File: src/rtl/dmem_arbiter_pkg.sv
`default_nettype none
//==============================================================================
// Module   : dmem_arbiter_pkg
// Purpose  : Shared port indices, owner encodings, FSM state type and default
//            data-memory geometry for the CPU core and the dmem arbiter.
// Revision : 1.0 - initial release
//==============================================================================
package dmem_arbiter_pkg;

    localparam int PORT_CPU    = 0;
    localparam int PORT_HOST   = 1;

    localparam int DMEM_ADDR_W = 4;
    localparam int DMEM_DATA_W = 4;

    typedef enum logic [1:0] {
        OWN_NONE = 2'b00,
        OWN_CPU  = 2'b01,
        OWN_HOST = 2'b10
    } owner_e;

    typedef enum logic [1:0] {
        ST_IDLE = 2'd0,
        ST_OWN0 = 2'd1,
        ST_OWN1 = 2'd2
    } arb_state_e;

endpackage
`default_nettype wire

File: src/rtl/dmem_arbiter_if.sv
`default_nettype none
//==============================================================================
// Module   : dmem_arbiter_if
// Purpose  : Two-requester data-memory bus (CPU port 0, host port 1).
// Revision : 1.0 - initial release
//==============================================================================
interface dmem_arbiter_if
    import dmem_arbiter_pkg::*;
#(
    parameter int ADDR_W = DMEM_ADDR_W,
    parameter int DATA_W = DMEM_DATA_W
) ();

    logic              req0,   req1;
    logic              we0,    we1;
    logic              lock0,  lock1;
    logic [ADDR_W-1:0] addr0,  addr1;
    logic [DATA_W-1:0] wdata0, wdata1;
    logic              gnt0,   gnt1;
    logic              rvalid0, rvalid1;
    logic [DATA_W-1:0] rdata0, rdata1;
    logic [1:0]        owner;
    logic              lock_timeout;

    modport master (
        output req0, req1, we0, we1, lock0, lock1,
               addr0, addr1, wdata0, wdata1,
        input  gnt0, gnt1, rvalid0, rvalid1, rdata0, rdata1,
               owner, lock_timeout
    );

    modport slave (
        input  req0, req1, we0, we1, lock0, lock1,
               addr0, addr1, wdata0, wdata1,
        output gnt0, gnt1, rvalid0, rvalid1, rdata0, rdata1,
               owner, lock_timeout
    );

endinterface
`default_nettype wire

File: src/rtl/dmem_arbiter_ram.sv
`default_nettype none
//==============================================================================
// Module   : dmem_arbiter_ram
// Purpose  : Single-port synchronous RAM, registered read data, no reset.
// Revision : 1.0 - initial release
//==============================================================================
module dmem_arbiter_ram #(
    parameter int ADDR_W = 4,
    parameter int DATA_W = 4
) (
    input  wire logic              clk,
    input  wire logic              i_we,
    input  wire logic              i_re,
    input  wire logic [ADDR_W-1:0] i_addr,
    input  wire logic [DATA_W-1:0] i_wdata,
    output logic      [DATA_W-1:0] o_rdata
);

    logic [DATA_W-1:0] r_mem [2**ADDR_W];
    logic [DATA_W-1:0] r_rdata;

    always_ff @(posedge clk) begin
        if (i_we) begin
            r_mem[i_addr] <= i_wdata;
        end
        if (i_re) begin
            r_rdata <= r_mem[i_addr];
        end
    end

    assign o_rdata = r_rdata;

endmodule
`default_nettype wire

File: src/rtl/dmem_arbiter.sv
`default_nettype none
//==============================================================================
// Module   : dmem_arbiter
// Purpose  : Round-robin two-port arbiter with bus lock and lock timeout in
//            front of the shared data memory.
// Revision : 1.0 - initial release
//==============================================================================
module dmem_arbiter
    import dmem_arbiter_pkg::*;
#(
    parameter int ADDR_W   = DMEM_ADDR_W,
    parameter int DATA_W   = DMEM_DATA_W,
    parameter int MAX_LOCK = 8
) (
    input  wire logic     clk,
    input  wire logic     reset,
    dmem_arbiter_if.slave bus
);

    localparam logic [3:0] c_max_lock = 4'(MAX_LOCK);

    arb_state_e        r_state, w_state_nxt;
    logic              r_ptr, w_ptr_nxt;
    logic [3:0]        r_lock_cnt, w_lock_cnt_nxt;
    logic              w_gnt0, w_gnt1, w_force_rel;
    logic              r_lock_timeout;
    logic              r_rvalid0, r_rvalid1;
    logic [DATA_W-1:0] r_rdata0_hold, r_rdata1_hold;

    logic              w_ram_we, w_ram_re;
    logic [ADDR_W-1:0] w_ram_addr;
    logic [DATA_W-1:0] w_ram_wdata, w_ram_rdata;

    always_comb begin
        w_gnt0         = 1'b0;
        w_gnt1         = 1'b0;
        w_force_rel    = 1'b0;
        w_state_nxt    = r_state;
        w_ptr_nxt      = r_ptr;
        w_lock_cnt_nxt = r_lock_cnt;
        case (r_state)
            ST_IDLE: begin
                if (bus.req0 && (!bus.req1 || (r_ptr == 1'b0))) begin
                    w_gnt0    = 1'b1;
                    w_ptr_nxt = 1'b1;
                    if (bus.lock0) begin
                        w_state_nxt    = ST_OWN0;
                        w_lock_cnt_nxt = 4'd1;
                    end
                end else if (bus.req1) begin
                    w_gnt1    = 1'b1;
                    w_ptr_nxt = 1'b0;
                    if (bus.lock1) begin
                        w_state_nxt    = ST_OWN1;
                        w_lock_cnt_nxt = 4'd1;
                    end
                end
            end
            ST_OWN0: begin
                // Timeout release grants nobody so the waiting port goes next.
                if (r_lock_cnt == c_max_lock) begin
                    w_force_rel    = 1'b1;
                    w_state_nxt    = ST_IDLE;
                    w_ptr_nxt      = 1'b1;
                    w_lock_cnt_nxt = 4'd0;
                end else begin
                    w_gnt0 = bus.req0;
                    if (bus.req0) begin
                        w_ptr_nxt = 1'b1;
                    end
                    if (!bus.lock0) begin
                        w_state_nxt    = ST_IDLE;
                        w_lock_cnt_nxt = 4'd0;
                    end else begin
                        w_lock_cnt_nxt = r_lock_cnt + 4'd1;
                    end
                end
            end
            ST_OWN1: begin
                if (r_lock_cnt == c_max_lock) begin
                    w_force_rel    = 1'b1;
                    w_state_nxt    = ST_IDLE;
                    w_ptr_nxt      = 1'b0;
                    w_lock_cnt_nxt = 4'd0;
                end else begin
                    w_gnt1 = bus.req1;
                    if (bus.req1) begin
                        w_ptr_nxt = 1'b0;
                    end
                    if (!bus.lock1) begin
                        w_state_nxt    = ST_IDLE;
                        w_lock_cnt_nxt = 4'd0;
                    end else begin
                        w_lock_cnt_nxt = r_lock_cnt + 4'd1;
                    end
                end
            end
            default: begin
                w_state_nxt    = ST_IDLE;
                w_lock_cnt_nxt = 4'd0;
            end
        endcase
    end

    always_ff @(posedge clk or negedge reset) begin
        if (!reset) begin
            r_state        <= ST_IDLE;
            r_ptr          <= 1'b0;
            r_lock_cnt     <= 4'd0;
            r_lock_timeout <= 1'b0;
            r_rvalid0      <= 1'b0;
            r_rvalid1      <= 1'b0;
            r_rdata0_hold  <= '0;
            r_rdata1_hold  <= '0;
        end else begin
            r_state        <= w_state_nxt;
            r_ptr          <= w_ptr_nxt;
            r_lock_cnt     <= w_lock_cnt_nxt;
            r_lock_timeout <= w_force_rel;
            r_rvalid0      <= w_gnt0 && !bus.we0;
            r_rvalid1      <= w_gnt1 && !bus.we1;
            if (r_rvalid0) begin
                r_rdata0_hold <= w_ram_rdata;
            end
            if (r_rvalid1) begin
                r_rdata1_hold <= w_ram_rdata;
            end
        end
    end

    assign w_ram_we    = (w_gnt0 && bus.we0) || (w_gnt1 && bus.we1);
    assign w_ram_re    = (w_gnt0 && !bus.we0) || (w_gnt1 && !bus.we1);
    assign w_ram_addr  = w_gnt1 ? bus.addr1  : bus.addr0;
    assign w_ram_wdata = w_gnt1 ? bus.wdata1 : bus.wdata0;

    dmem_arbiter_ram #(
        .ADDR_W (ADDR_W),
        .DATA_W (DATA_W)
    ) u_ram (
        .clk     (clk),
        .i_we    (w_ram_we),
        .i_re    (w_ram_re),
        .i_addr  (w_ram_addr),
        .i_wdata (w_ram_wdata),
        .o_rdata (w_ram_rdata)
    );

    // RAM output is live only in the rvalid cycle; the hold register keeps it after.
    assign bus.gnt0         = w_gnt0;
    assign bus.gnt1         = w_gnt1;
    assign bus.rvalid0      = r_rvalid0;
    assign bus.rvalid1      = r_rvalid1;
    assign bus.rdata0       = r_rvalid0 ? w_ram_rdata : r_rdata0_hold;
    assign bus.rdata1       = r_rvalid1 ? w_ram_rdata : r_rdata1_hold;
    assign bus.lock_timeout = r_lock_timeout;

    always_comb begin
        case (r_state)
            ST_OWN0: bus.owner = OWN_CPU;
            ST_OWN1: bus.owner = OWN_HOST;
            default: bus.owner = OWN_NONE;
        endcase
    end

endmodule
`default_nettype wire

File: src/flat_wrapper.sv
// flat-port wrapper written by rule: the top's interface ports become plain ports
module dmem_arbiter_flat import dmem_arbiter_pkg::*;
#(
    parameter int ADDR_W   = DMEM_ADDR_W,
    parameter int DATA_W   = DMEM_DATA_W,
    parameter int MAX_LOCK = 8
)
  (clk, reset, bus_req0, bus_req1, bus_we0, bus_we1, bus_lock0, bus_lock1, bus_addr0, bus_addr1, bus_wdata0, bus_wdata1, bus_gnt0, bus_gnt1, bus_rvalid0, bus_rvalid1, bus_rdata0, bus_rdata1, bus_owner, bus_lock_timeout);
  dmem_arbiter_if #(.ADDR_W(ADDR_W), .DATA_W(DATA_W)) bus_i ();
  input  wire logic clk;
  input  wire logic reset;
  input wire logic [$bits(bus_i.req0)-1:0] bus_req0;
  input wire logic [$bits(bus_i.req1)-1:0] bus_req1;
  input wire logic [$bits(bus_i.we0)-1:0] bus_we0;
  input wire logic [$bits(bus_i.we1)-1:0] bus_we1;
  input wire logic [$bits(bus_i.lock0)-1:0] bus_lock0;
  input wire logic [$bits(bus_i.lock1)-1:0] bus_lock1;
  input wire logic [$bits(bus_i.addr0)-1:0] bus_addr0;
  input wire logic [$bits(bus_i.addr1)-1:0] bus_addr1;
  input wire logic [$bits(bus_i.wdata0)-1:0] bus_wdata0;
  input wire logic [$bits(bus_i.wdata1)-1:0] bus_wdata1;
  output wire logic [$bits(bus_i.gnt0)-1:0] bus_gnt0;
  output wire logic [$bits(bus_i.gnt1)-1:0] bus_gnt1;
  output wire logic [$bits(bus_i.rvalid0)-1:0] bus_rvalid0;
  output wire logic [$bits(bus_i.rvalid1)-1:0] bus_rvalid1;
  output wire logic [$bits(bus_i.rdata0)-1:0] bus_rdata0;
  output wire logic [$bits(bus_i.rdata1)-1:0] bus_rdata1;
  output wire logic [$bits(bus_i.owner)-1:0] bus_owner;
  output wire logic [$bits(bus_i.lock_timeout)-1:0] bus_lock_timeout;
  assign bus_i.req0 = bus_req0;
  assign bus_i.req1 = bus_req1;
  assign bus_i.we0 = bus_we0;
  assign bus_i.we1 = bus_we1;
  assign bus_i.lock0 = bus_lock0;
  assign bus_i.lock1 = bus_lock1;
  assign bus_i.addr0 = bus_addr0;
  assign bus_i.addr1 = bus_addr1;
  assign bus_i.wdata0 = bus_wdata0;
  assign bus_i.wdata1 = bus_wdata1;
  assign bus_gnt0 = bus_i.gnt0;
  assign bus_gnt1 = bus_i.gnt1;
  assign bus_rvalid0 = bus_i.rvalid0;
  assign bus_rvalid1 = bus_i.rvalid1;
  assign bus_rdata0 = bus_i.rdata0;
  assign bus_rdata1 = bus_i.rdata1;
  assign bus_owner = bus_i.owner;
  assign bus_lock_timeout = bus_i.lock_timeout;
  dmem_arbiter #(.ADDR_W(ADDR_W), .DATA_W(DATA_W), .MAX_LOCK(MAX_LOCK)) u_core (.clk(clk), .reset(reset), .bus(bus_i));
endmodule
File: config.mk
export PLATFORM = sky130hd
export DESIGN_NAME = dmem_arbiter_flat
export DESIGN_NICKNAME = d
export VERILOG_FILES = /design/src/rtl/dmem_arbiter_pkg.sv /design/src/rtl/dmem_arbiter_if.sv /design/src/rtl/dmem_arbiter_ram.sv /design/src/rtl/dmem_arbiter.sv /design/src/flat_wrapper.sv
export SDC_FILE = /design/constraint.sdc
export NUM_CORES = 1
export LEC_CHECK = 0
export CAP_MARGIN = 20
export CORE_MARGIN = 1.5
export CORE_UTILIZATION = 51
export CTS_CLUSTER_SIZE = 12
export DETAILED_ROUTE_END_ITERATION = 7
export PLACE_DENSITY_LB_ADDON = 0.15
export SYNTH_ARGS = -nofsm -noshare
export SYNTH_HDL_FRONTEND = slang
export SYNTH_HIERARCHICAL = 1
export SYNTH_SLANG_ARGS = --single-unit
export TNS_END_PERCENT = 30
File: constraint.sdc
create_clock -name clk -period 2.6 [get_ports clk]
set_input_delay 0.52 -clock clk [delete_from_list [all_inputs] [get_ports clk]]
set_output_delay 0.52 -clock clk [all_outputs]
set_load 0.1 [all_outputs]
==> flow_summary.ini <==
[run_status]
status = finished clean

[placement]
numPortBuffers = 38
place_area_um2 = 4611
place_hpwl_um = 5631
gp_congestion = 0.8247

[worst_setup_path]
path_max_fanout = 6
end_kind = flip-flop
critPathLaunchType = flip-flop
crit_arrival_ns = 2.66
critical_path.startpoint = u_core/r_state[1]
cp.required_ns = 2.70
r2r_start = u_core/r_state[1]
path_class = flip-flop to flip-flop

[detailed_routing]
postRouteAntennaNets = 0
drc_errors = 0
drtPass1Iterations = 6
drt_iter0_drc = 236
drt_wl_total_um = 8243
via_per_inst = 5.657
dr_total_vias = 2393
detail_route.wl_per_cell_um = 19.49

[grt]
antenna_found_initial = 0
grt_overflow_total = 0
globalRouteTotalUtil_pct = 21.07
grt_pass1_wl_um = 11870
grt_pass1_vias = 2249
grt_max_degree = 19

[worst_hold_path]
hold_path.class = input pin to async pin

[floorplanning]
rows = 31
start_util_pct = 52.80
ioPinCount = 39
core-area_um2 = 7253
die_height_um = 89.66
die-area_um2 = 8039
die_w_um = 89.66

[flow_run]
drv_cap = 0

[yosys]
ys_warn_count = 6
syn_inst = 237
synthDistinctLibCells = 39
postSynthAreaPerCell_um2 = 16.16
yosysSeqAreaShare_pct = 65.08
syn_nets = 267
ys_ff_latch = 86
syn_area_um2 = 3830

[cts]
root_buffer = clkbuf_8
cts_tree = done
clock_sinks = 86
holdBufCountCts = 0
clk_latency_ns = 0.36
cts_made_buffers = 9
cts.clk_slew.worst_paths_ns = 0.09
clk_path_buf_depth = 2
htreeDepth = 3

[power]
pwr_density_cell_nw_per_um2 = 1128
leakage_uw = 0.001853
max-vdd-ir-drop_mv = 0.5171

[sta]
hold_violations = 0
maxSlewViolCount = 0
worst_pin_slew_ns = 0.5090
tns_ns = 0
clock_skew_ns = 0.006966
fmax_mhz = 391.6
fin_crit_ns = 2.554
setup_violations = 0
max_slew_margin_pct = 65.81
final.period_utilization_pct = 98.21
rsz0062_at_grt = yes

[final_layout]
syn2layout_area_growth_pct = 29.40
diodes = 0
drive_gt1_share_pct = 38.27
most-common-layout-cells = edfxtp_1 (68), buf_4 (48), clkdlybuf4s50_1 (22), dfrtp_1 (18), nand2_1 (14)
post-route-util_pct = 68.33
finalInstanceArea_um2 = 4956
nFillCells = 479
final_common_cell = edfxtp_1
fin_nets = 349
## final cells by class
class                           count  area (um2)  area share (%)
Sequential cell                    86        2492           50.29
Multi-Input combinational cell    134        1328           26.79
Timing Repair Buffer               77       714.4           14.42
Clock inverter                      7       126.4           2.550
Clock buffer                        9       123.9           2.499
Tap cell                           99       123.9           2.499
Inverter                           11       47.55          0.9594
## final timing paths
| check | endpoint | slack, ns | depth (start not counted) |
|---|---|---|---|
| setup / recovery | u_core/u_ram/o_rdata[1] | 0.05 | 9 |
| hold / removal | u_core/r_rdata0_hold[2] | 0.49 | 2 |
| setup reg to reg | u_core/u_ram/o_rdata[1] | 0.05 | 9 |
| hold reg to reg | u_core/r_rdata1_hold[2] | 0.51 | 1 |
| max in group asynchronous | u_core/bus.rvalid1 | 1.91 | 2 |
| min in group clk | u_core/r_rdata1_hold[2] | 0.51 | 1 |
## cells by family after synthesis
kind of cell               count (synthesis)  synth area share, %
AOI/OAI and AO/OA                         27                5.684
adders and majority gates                  6                1.960
buffers and inverters                     19                2.875
DFF                                       86                65.08
muxes                                     32                15.39
and+or+nand+nor                           67                9.017
## registers in the layout (all words and copies together), names as in the netlist
name                     flops
u_core/r_lock_cnt            4
u_core/r_rdata1_hold         4
u_core/u_ram/r_mem          64
u_core/r_ptr                 1
u_core/r_rdata0_hold         4
u_core/bus.rvalid0           1
u_core/u_ram/o_rdata         4
u_core/bus.rvalid1           1
u_core/bus.lock_timeout      1
u_core/r_state               2
## metrics by stage
stage	hold WS (ns)	setup slack (ns)	instances	power, uW
floorplan	0.2244	-0.1085	237	3669
global placement	0.4852	-0.3765	401	4348
detailed placement	0.4891	-0.4276	401	4377
CTS	0.4847	0.0002383	417	5526
global route	0.5154	-0.05828	423	5833
finish	0.4931	0.04643	423	5590
## power breakdown
| group | internal, uW | total [uW] | switching [uW] |
|---|---|---|---|
| clock network | 651 | 1150 | 496 |
| logic | 963 | 2620 | 1650 |
| registers | 1750 | 1830 | 77.1 |
## synthesized netlist by cell type
master / instances / area share (%)
o21ai_0: 4 / 0.52
nand4_1: 1 / 0.16
buf_6: 2 / 0.59
nand4b_1: 1 / 0.23
nor2_1: 19 / 1.9
edfxtp_1: 68 / 53
inv_2: 1 / 0.098
a21boi_2: 1 / 0.29
a2bb2oi_1: 1 / 0.23
nand3_1: 10 / 1.3
mux4_2: 10 / 5.9
mux2_4: 7 / 2.7
nor2b_1: 2 / 0.33
mux2_2: 8 / 2.4
nand2b_1: 5 / 0.82
ha_1: 6 / 2.0
or3b_2: 1 / 0.23
a22o_1: 4 / 0.91
mux2_1: 1 / 0.29
dfrtp_1: 18 / 12
nand3b_1: 3 / 0.59
a21oi_1: 4 / 0.52
buf_2: 3 / 0.39
and3b_1: 1 / 0.23
a22oi_2: 2 / 0.65
or4_1: 1 / 0.20
and2_1: 2 / 0.33
buf_12: 1 / 0.52
nand2_1: 14 / 1.4
a22oi_1: 5 / 0.98
mux4_1: 6 / 4.1
inv_1: 10 / 0.98
clkbuf_1: 1 / 0.098
buf_4: 1 / 0.20
a221oi_4: 1 / 0.69
nand2b_4: 2 / 0.72
o22ai_1: 3 / 0.49
nor3_1: 5 / 0.65
o31ai_1: 2 / 0.39
## worst max-delay path, stage by stage, from the launching register on
cell and delay [ns]:
dfrtp_1 0.41, inv_1 0.11, ha_2 0.20, a22oi_2 0.15, nand2b_4 0.18, mux2_4 0.39, buf_12 0.17, mux4_2 0.44
a22oi_2 0.16, nand3_1 0.10
## metal layers
metal | routed length, um | global-route usage (%) | up-vias
met3 | 567 | 4.845 | 11
met4 | 111 | 8.392 | 0
met1 | 3704 | 29.49 | 1199
li1 | - | - | 1080
met2 | 3859 | 32.23 | 103
met5 | 0 | 0 | -
## repair_timing
item,4_1_cts,5_1_grt
cloned,0,3
setup buffers,0,3
endpoints found under the hold margin,0,0
gates resized for setup,2,9
endpoints found under the setup margin,3,38
pin swaps,0,4
(Power assumes the default switching activity.)
